### src/rtl/dem_pn_scheduler.sv
// dem_pn_scheduler
//   Sequencing controller for the DEM-DAC switching-block tree. It accepts
//   codes over a valid/ready handshake and registers each code together with
//   a swap vector. Each bit of the vector drives the pn input of one
//   switching block. The swap vector is fresh pseudo-random data while DEM is
//   running, and zero (static mapping) while DEM is disabled.
//
//   Optional feature macro: DEM_SEED_LOAD_EN (adds seed_i / seed_load_i).
//
// Ports
//   clk_i        in  1       clock
//   reset_i      in  1       asynchronous active-low reset
//   x_in_i       in  WIDTH   input code
//   x_valid_i    in  1       input code valid
//   x_ready_o    out 1       a code can be accepted this cycle
//   dem_en_i     in  1       DEM randomisation enable (level)
//   seed_i       in  16      LFSR seed            (DEM_SEED_LOAD_EN only)
//   seed_load_i  in  1       seed load strobe     (DEM_SEED_LOAD_EN only)
//   x_out_o      out WIDTH   registered code to the tree root
//   pn_vec_o     out NUM_SB  registered swap bits, bit k -> block k (BFS order)
//   valid_o      out 1       one-cycle strobe for a new x_out_o/pn_vec_o pair
module dem_pn_scheduler #(
  parameter int unsigned WIDTH      = 5,
  parameter int unsigned LEVELS     = 3,
  parameter int unsigned NUM_SB     = 2**LEVELS - 1,
  parameter logic [15:0] SEED       = 16'hACE1,
  parameter int unsigned WARMUP_CYC = 16
) (
  input  logic              clk_i,
  input  logic              reset_i,
  input  logic [WIDTH-1:0]  x_in_i,
  input  logic              x_valid_i,
  output logic              x_ready_o,
  input  logic              dem_en_i,
`ifdef DEM_SEED_LOAD_EN
  input  logic [15:0]       seed_i,
  input  logic              seed_load_i,
`endif
  output logic [WIDTH-1:0]  x_out_o,
  output logic [NUM_SB-1:0] pn_vec_o,
  output logic              valid_o
);

  localparam int unsigned CW = (WARMUP_CYC > 1) ? $clog2(WARMUP_CYC) : 1;

  typedef enum logic [1:0] {S_IDLE, S_WARMUP, S_RUN} state_t;

  state_t            r_state, w_state_nxt;
  logic [CW-1:0]     r_cnt, w_cnt_nxt;
  logic [15:0]       r_lfsr, w_lfsr_nxt;
  logic [WIDTH-1:0]  r_x;
  logic [NUM_SB-1:0] r_pn;
  logic              r_valid;
  logic              w_accept;

  // NUM_SB Fibonacci steps (x^16+x^14+x^13+x^11+1) unrolled into one cycle,
  // so consecutive vectors never share bits.
  function automatic logic [15:0] f_advance(input logic [15:0] s);
    logic [15:0] v;
    v = s;
    for (int unsigned i = 0; i < NUM_SB; i++)
      v = {v[14:0], v[15] ^ v[13] ^ v[12] ^ v[10]};
    return v;
  endfunction

  // Ready is forced low while reset is held, independent of the state.
  assign x_ready_o = reset_i & (r_state != S_WARMUP);
  assign w_accept  = x_valid_i & x_ready_o;

  always_comb begin
    w_state_nxt = r_state;
    w_cnt_nxt   = r_cnt;
    w_lfsr_nxt  = r_lfsr;
    case (r_state)
      S_IDLE: begin
`ifdef DEM_SEED_LOAD_EN
        // A zero seed would lock the LFSR up; fall back to SEED.
        if (seed_load_i)
          w_lfsr_nxt = (seed_i == '0) ? SEED : seed_i;
`endif
        if (dem_en_i) begin
          w_state_nxt = S_WARMUP;
          w_cnt_nxt   = '0;
        end
      end
      S_WARMUP: begin
        w_lfsr_nxt = f_advance(r_lfsr);
        if (!dem_en_i) begin
          w_state_nxt = S_IDLE;
          w_cnt_nxt   = '0;
        end else if (r_cnt == CW'(WARMUP_CYC - 1)) begin
          w_state_nxt = S_RUN;
          w_cnt_nxt   = '0;
        end else begin
          w_cnt_nxt = r_cnt + 1'b1;
        end
      end
      S_RUN: begin
        if (w_accept)
          w_lfsr_nxt = f_advance(r_lfsr);
        if (!dem_en_i)
          w_state_nxt = S_IDLE;
      end
      default: begin
        w_state_nxt = S_IDLE;
        w_cnt_nxt   = '0;
      end
    endcase
  end

  always_ff @(posedge clk_i or negedge reset_i) begin
    if (!reset_i) begin
      r_state <= S_IDLE;
      r_cnt   <= '0;
      r_lfsr  <= SEED;
    end else begin
      r_state <= w_state_nxt;
      r_cnt   <= w_cnt_nxt;
      r_lfsr  <= w_lfsr_nxt;
    end
  end

  // The swap vector is taken from the LFSR value before this accept's advance.
  always_ff @(posedge clk_i or negedge reset_i) begin
    if (!reset_i) begin
      r_x     <= '0;
      r_pn    <= '0;
      r_valid <= 1'b0;
    end else begin
      r_valid <= w_accept;
      if (w_accept) begin
        r_x  <= x_in_i;
        r_pn <= (r_state == S_RUN) ? r_lfsr[NUM_SB-1:0] : '0;
      end
    end
  end

  assign x_out_o  = r_x;
  assign pn_vec_o = r_pn;
  assign valid_o  = r_valid;

endmodule

### config.mk
export PLATFORM = sky130hd
export DESIGN_NAME = dem_pn_scheduler
export DESIGN_NICKNAME = d
export VERILOG_FILES = /design/src/rtl/dem_pn_scheduler.sv
export SDC_FILE = /design/constraint.sdc
export NUM_CORES = 1
export LEC_CHECK = 0
export BUFFER_PORTS_ARGS = -buffer_cell sky130_fd_sc_hd__buf_2
export CAP_MARGIN = 25
export CORE_ASPECT_RATIO = 1.5
export CORE_UTILIZATION = 56
export CTS_CLUSTER_SIZE = 24
export DETAILED_ROUTE_END_ITERATION = 10
export PLACE_DENSITY = 0.77
export SYNTH_ARGS = -nofsm -noshare
export SYNTH_HDL_FRONTEND = slang
export SYNTH_SLANG_ARGS = --single-unit
### constraint.sdc
create_clock -name clk_i -period 1.6 [get_ports clk_i]
set_clock_uncertainty 0.05 [all_clocks]
set_input_delay 0.16 -clock clk_i [delete_from_list [all_inputs] [get_ports clk_i]]
set_output_delay 0.16 -clock clk_i [all_outputs]
set_load 0.02 [all_outputs]
* Word level (Yosys, flattened, before mapping) *
Index checks and enable logic that the tools add are counted.

cells by class
  reductions and logical operators = 5
  add/subtract/negate cells = 1
  equality and inequality tests = 8
  bitwise logic cells = 24
  mux-type cells = 12

operators by type and width
  kind                                                 count
  one-hot mux 16 bit (2 select lines)                  1
  XOR 1 bit                                            21
  two-way mux 16 bit                                   1
  two-way mux 4 bit                                    3
  one-hot mux 4 bit (3 select lines)                   1
  two-way mux 2 bit                                    4
  two-way mux 7 bit                                    1
  != test 2 bit, second input constant                 3
  one-hot mux 2 bit (3 select lines)                   1
  adder 4 x 1 -> 4 bit, second input constant          1
  equality test 4 bit, second input constant           1
  AND reduction 2 bit                                  2
  != test 3 bit, second input constant                 1
  AND reduction 3 bit                                  1
  bitwise AND 1 bit                                    2
  equality test 2 x 1 -> 1 bit, second input constant  1
  equality test 2 bit, second input constant           1
  logical NOT 2 bit                                    1
  != test 2 x 1 -> 1 bit, second input constant        1
  nonzero test 2 bit                                   1
  NOT 1 bit                                            1

word-level totals
  word-level logic and storage cells = 56
  bits of input ports = 9
  bits in registers = 35
  output and inout port bits = 14

* Depth between registers and ports, before layout *
  depth in word-level cells = 5
  depth in mapped cells = 4
  mapped depth without buffers = 4

* Worst setup path after synthesis *
Ideal clock, no wire load.

  path kind = flip-flop to flip-flop
  from = register r_state[0]
  to = register r_lfsr[14]
  clock period less this slack = 1.430 ns
  arrival time = 1.255 ns
  library setup time = 0.125 ns
  required time = 1.425 ns
  buffers on the path = 1
  setup slack = 0.170 ns
  cell stages (with the launch flop) = 5
  cells stage by stage = dfrtp_1 -> nand2b_4 -> o21ai_4 -> buf_8 -> mux2_4

between the ends
  cells in the longest elaborated chain, start to end = 5
  elaborated cells between the ends (all ways) = 9
  those cells by class = eq/ne: 4; mux: 1; bitwise: 2; reduce/logical: 2

ends and longest elaborated chain
  element                        line  source
  start: declaration             48    state_t r_state, w_state_nxt;
  start signal: assignment       117   r_state <= w_state_nxt;
  != test 2 x 1 -> 1 bit         67    assign x_ready_o = reset_i & (r_state != S_WARMUP);
  bitwise AND 1 bit              67
  bitwise AND 1 bit              68    assign w_accept = x_valid_i & x_ready_o;
  != test 2 bit (no line)        --
  AND reduction 2 bit (no line)  --
  end signal: assignment         119   r_lfsr <= w_lfsr_nxt;
  end: declaration               50    logic [15:0] r_lfsr, w_lfsr_nxt;

Parallel ways exist; a longest one is shown, timed or not.
A chain may end at the register's enable or synchronous reset.

* Final worst setup path *
  from = input reset_i
  to = output x_ready_o

between the ends
  cells in the longest elaborated chain, start to end = 1

ends and longest elaborated chain
  element             line  source
  start: declaration  30    input logic reset_i,
  bitwise AND 1 bit   67
  end: declaration    33    output logic x_ready_o,

Every way passes these cells.

==> impl_metrics.csv <==
group,metric,value,unit
outcome,status,"complete, no violations",
setup_path,cp-end-kind,"output port",
route,wl_met2,1663,µm
synth,synth.area.top_cells,"dfrtp_1 (41%), dfstp_2 (13%), mux2_4 (10%), xnor2_1 (7.4%), mux2_2 (6.2%)",
synth,synthAdderAreaFrac,0.7593,%
synth,yosys.area.top_type,"dfrtp_1",
cts,root_buffer,"clkbuf_8",
global_routing,grtUsageTotal,23.79,%
placement,gp_congestion,0.7389,
die,initial_core_util,60.27,%
timing,final_max_slew_viol_count,0,
cells_and_area,drive_gt1_share,44.59,%
cts,clkTransAtPathRegs,0.07,ns
placement,port_buffers,22,
placement,placed_area,0.001817,mm²
route,dr_wl_met3,80,µm
cts,cts_hold_buffers,1,
synth,synth_cell_types,34,
cts,cts_made_buffers,5,
setup_path,crit_required,1.39,ns
synth,ys_seq_area_share,53.76,%
synth,synth-main-ff-cell,"dfrtp_1",
cts,ctsResizeCount,0,
synth,yosysWarningCount,0,
route,drt.antenna.violating_nets,0,
cts,htree_levels,2,
setup_path,cp_common_cell,"buf_2",
global_routing,grt_pass1_wl,4947,µm
setup_path,setup.worst_path.class,"in2out",
timing,tns,0,ns
setup_path,critPathMaxStageDelay,0.54,ns
setup_path,cp_cell_sequence,"dlygate4sd3_1 > buf_2 > buf_4 > and2_1 > buf_2",
route,routed.top_layer,"met4",
synth,synthMuxAreaShare,16.78,%
die,die_h,68.44,µm
cells_and_area,fin_area,0.001908,mm²
synth,netlist_area,0.001648,mm²
synth,synth_top_family_by_area,"multiplexers",
synth,synth-edff-count,0,
cells_and_area,nets,157,
power_and_ir_drop,ir_drop,0.0008888,V
min_path,worstHoldPathType,"in2reg",
timing,worst_pin_slew,0.4981,ns
route,route.detailed.drc,0,
route,vias,993,
global_routing,grt_antenna_before_repair,0,
cts,insertion_delay,0.28,ns
route,drtIter0Drc,21,
synth,netlist.area_leader.share,41.00,%
synth,synth_compound_area_share,7.593,%
placement,dp_hpwl,2170,µm
die,num_rows,23,
route,wl,2981,µm
timing,maxSlewHeadroom,66.67,%
timing,setup_viol,0,
cts,clock-sinks,35,
die,die_area,0.003168,mm²
setup_path,cp_data_arrival_time,1.29,ns
setup_path,crit_path_start_kind,"primary input",
cells_and_area,layout_common_cells,"dfrtp_1 (27), buf_2 (22), xnor2_1 (14)",
cells_and_area,fillCellCount,206,
route,met1_length,1187,µm
route,drtPass1Iterations,3,
setup_path,crit_fanout,8,
cells_and_area,layout_commonest_cell,"dfrtp_1",
job,maxCapViolations,0,
timing,setup_ws,0.1027,ns
timing,fmax,0.6679,GHz
power_and_ir_drop,leakagePower,0.9048,nW
synth,yosys.area_share.simple,9.036,%
cts,clk_path_buf_depth,2,
power_and_ir_drop,p_per_area,1793,mW/mm²
route,viasPerCell,5.368,
global_routing,grt_max_degree,31,
synth,ys_async_sr_fraction,100.0,%
timing,grt_setup_unrepaired,"no",
timing,min_period,1.497,ns
synth,synth_cells,116,
cells_and_area,syn_to_final_growth,15.79,%
global_routing,grt-ovfl-total,0,
synth,syn_nets,126,
timing,hold_viol,0,
setup_path,ff2ff_setup_slack,0.15,ns
placement,pre_cts_slack,0.1504,ns
cells_and_area,antennaDiodeCount,0,
cts,post_cts_buffers,0,
global_routing,grt_pass1_vias,1061,
synth,yosys.area_share.xor_xnor,9.567,%
synth,syn-mean-instance-area,14.21,µm²
die,core,0.002734,mm²
die,pin_count,23,
cts,cts_tree,"done",
die,fp.dieW,46.29,µm
route,wire_per_inst,16.11,µm
timing,period_share,93.58,%
synth,synth-seq-cells,35,
setup_path,cp_slowest_cell,"dlygate4sd3_1",
-- logic make-up (layout without fill, tap and decap cells) --
kind of cell,count (synthesis),in the layout
xor+xnor,18,18
compound gates,15,15
buf+inv,6,38
mux,21,21
fa+ha+maj,1,1
simple gates,20,20
flops,35,35
-- worst paths after layout --
check                              to  startpoint  cells past startpoint
max                         x_ready_o     reset_i                      5
min                        x_out_o[4]   x_in_i[4]                      2
max reg2reg                 r_lfsr[9]  r_state[0]                      4
min reg2reg                 r_lfsr[0]   r_lfsr[0]                      2
max in group asynchronous   r_lfsr[7]     reset_i                      4
min in group asynchronous    r_cnt[3]     reset_i                      3
-- metal layers --
metal / global-route usage (%) / vias up
met5: 0 / -
met4: 13.97 / 0
met3: 7.388 / 4
met2: 41.37 / 16
met1: 23.93 / 505
li1: - / 468
-- cell type report --
cell class                 count  area [µm²]  share of cell area (%)
tap                           37       46.29                   2.426
timing repair buffer          27       162.7                   8.525
sequential                    35       885.9                   46.43
clock buffer                   7       76.32                   4.000
multi-input combinational     75       720.7                   37.77
inverter                       3       11.26                  0.5902
clock inverter                 1       5.005                  0.2623
-- stage by stage --
step | instances | hold WS (ns) | util [%] | total power [mW]
after floorplan | 116 | -0.1856 | - | 2.529
after global placement | 176 | 0.05990 | 66.45 | 2.751
after detailed placement | 176 | 0.05215 | 66.45 | 2.826
after CTS | 185 | 0.05220 | 69.79 | 3.453
after global routing | 185 | 0.03704 | 69.79 | 3.627
final | 185 | 0.05751 | 69.79 | 3.421
-- critical path: cells and delay by family --
family	cells	cell delay [ns]
buf+inv	4	0.99
simple gates	1	0.13
-- power breakdown --
part           internal (mW)  leakage [nW]  switching, mW
logic                  0.816         0.434          0.501
registers               1.22         0.428          0.280
clock network          0.305        0.0422          0.295
-- synth_stat cells (2+ instances only) --
cell type	n
a22o_1	7
and2_1	2
dfrtp_1	27
dfstp_2	8
inv_1	3
mux2_2	9
mux2_4	11
nand2_1	3
nand2b_4	2
nand3_1	3
o21ai_0	2
xnor2_1	14
xor2_1	4
-- flip-flops by register name, indices dropped and copies added (netlist names) --
signal    cells
valid_o       1
r_state       2
r_lfsr       16
x_out_o       5
r_cnt         4
pn_vec_o      7
Power figures use the tool's default switching activity.
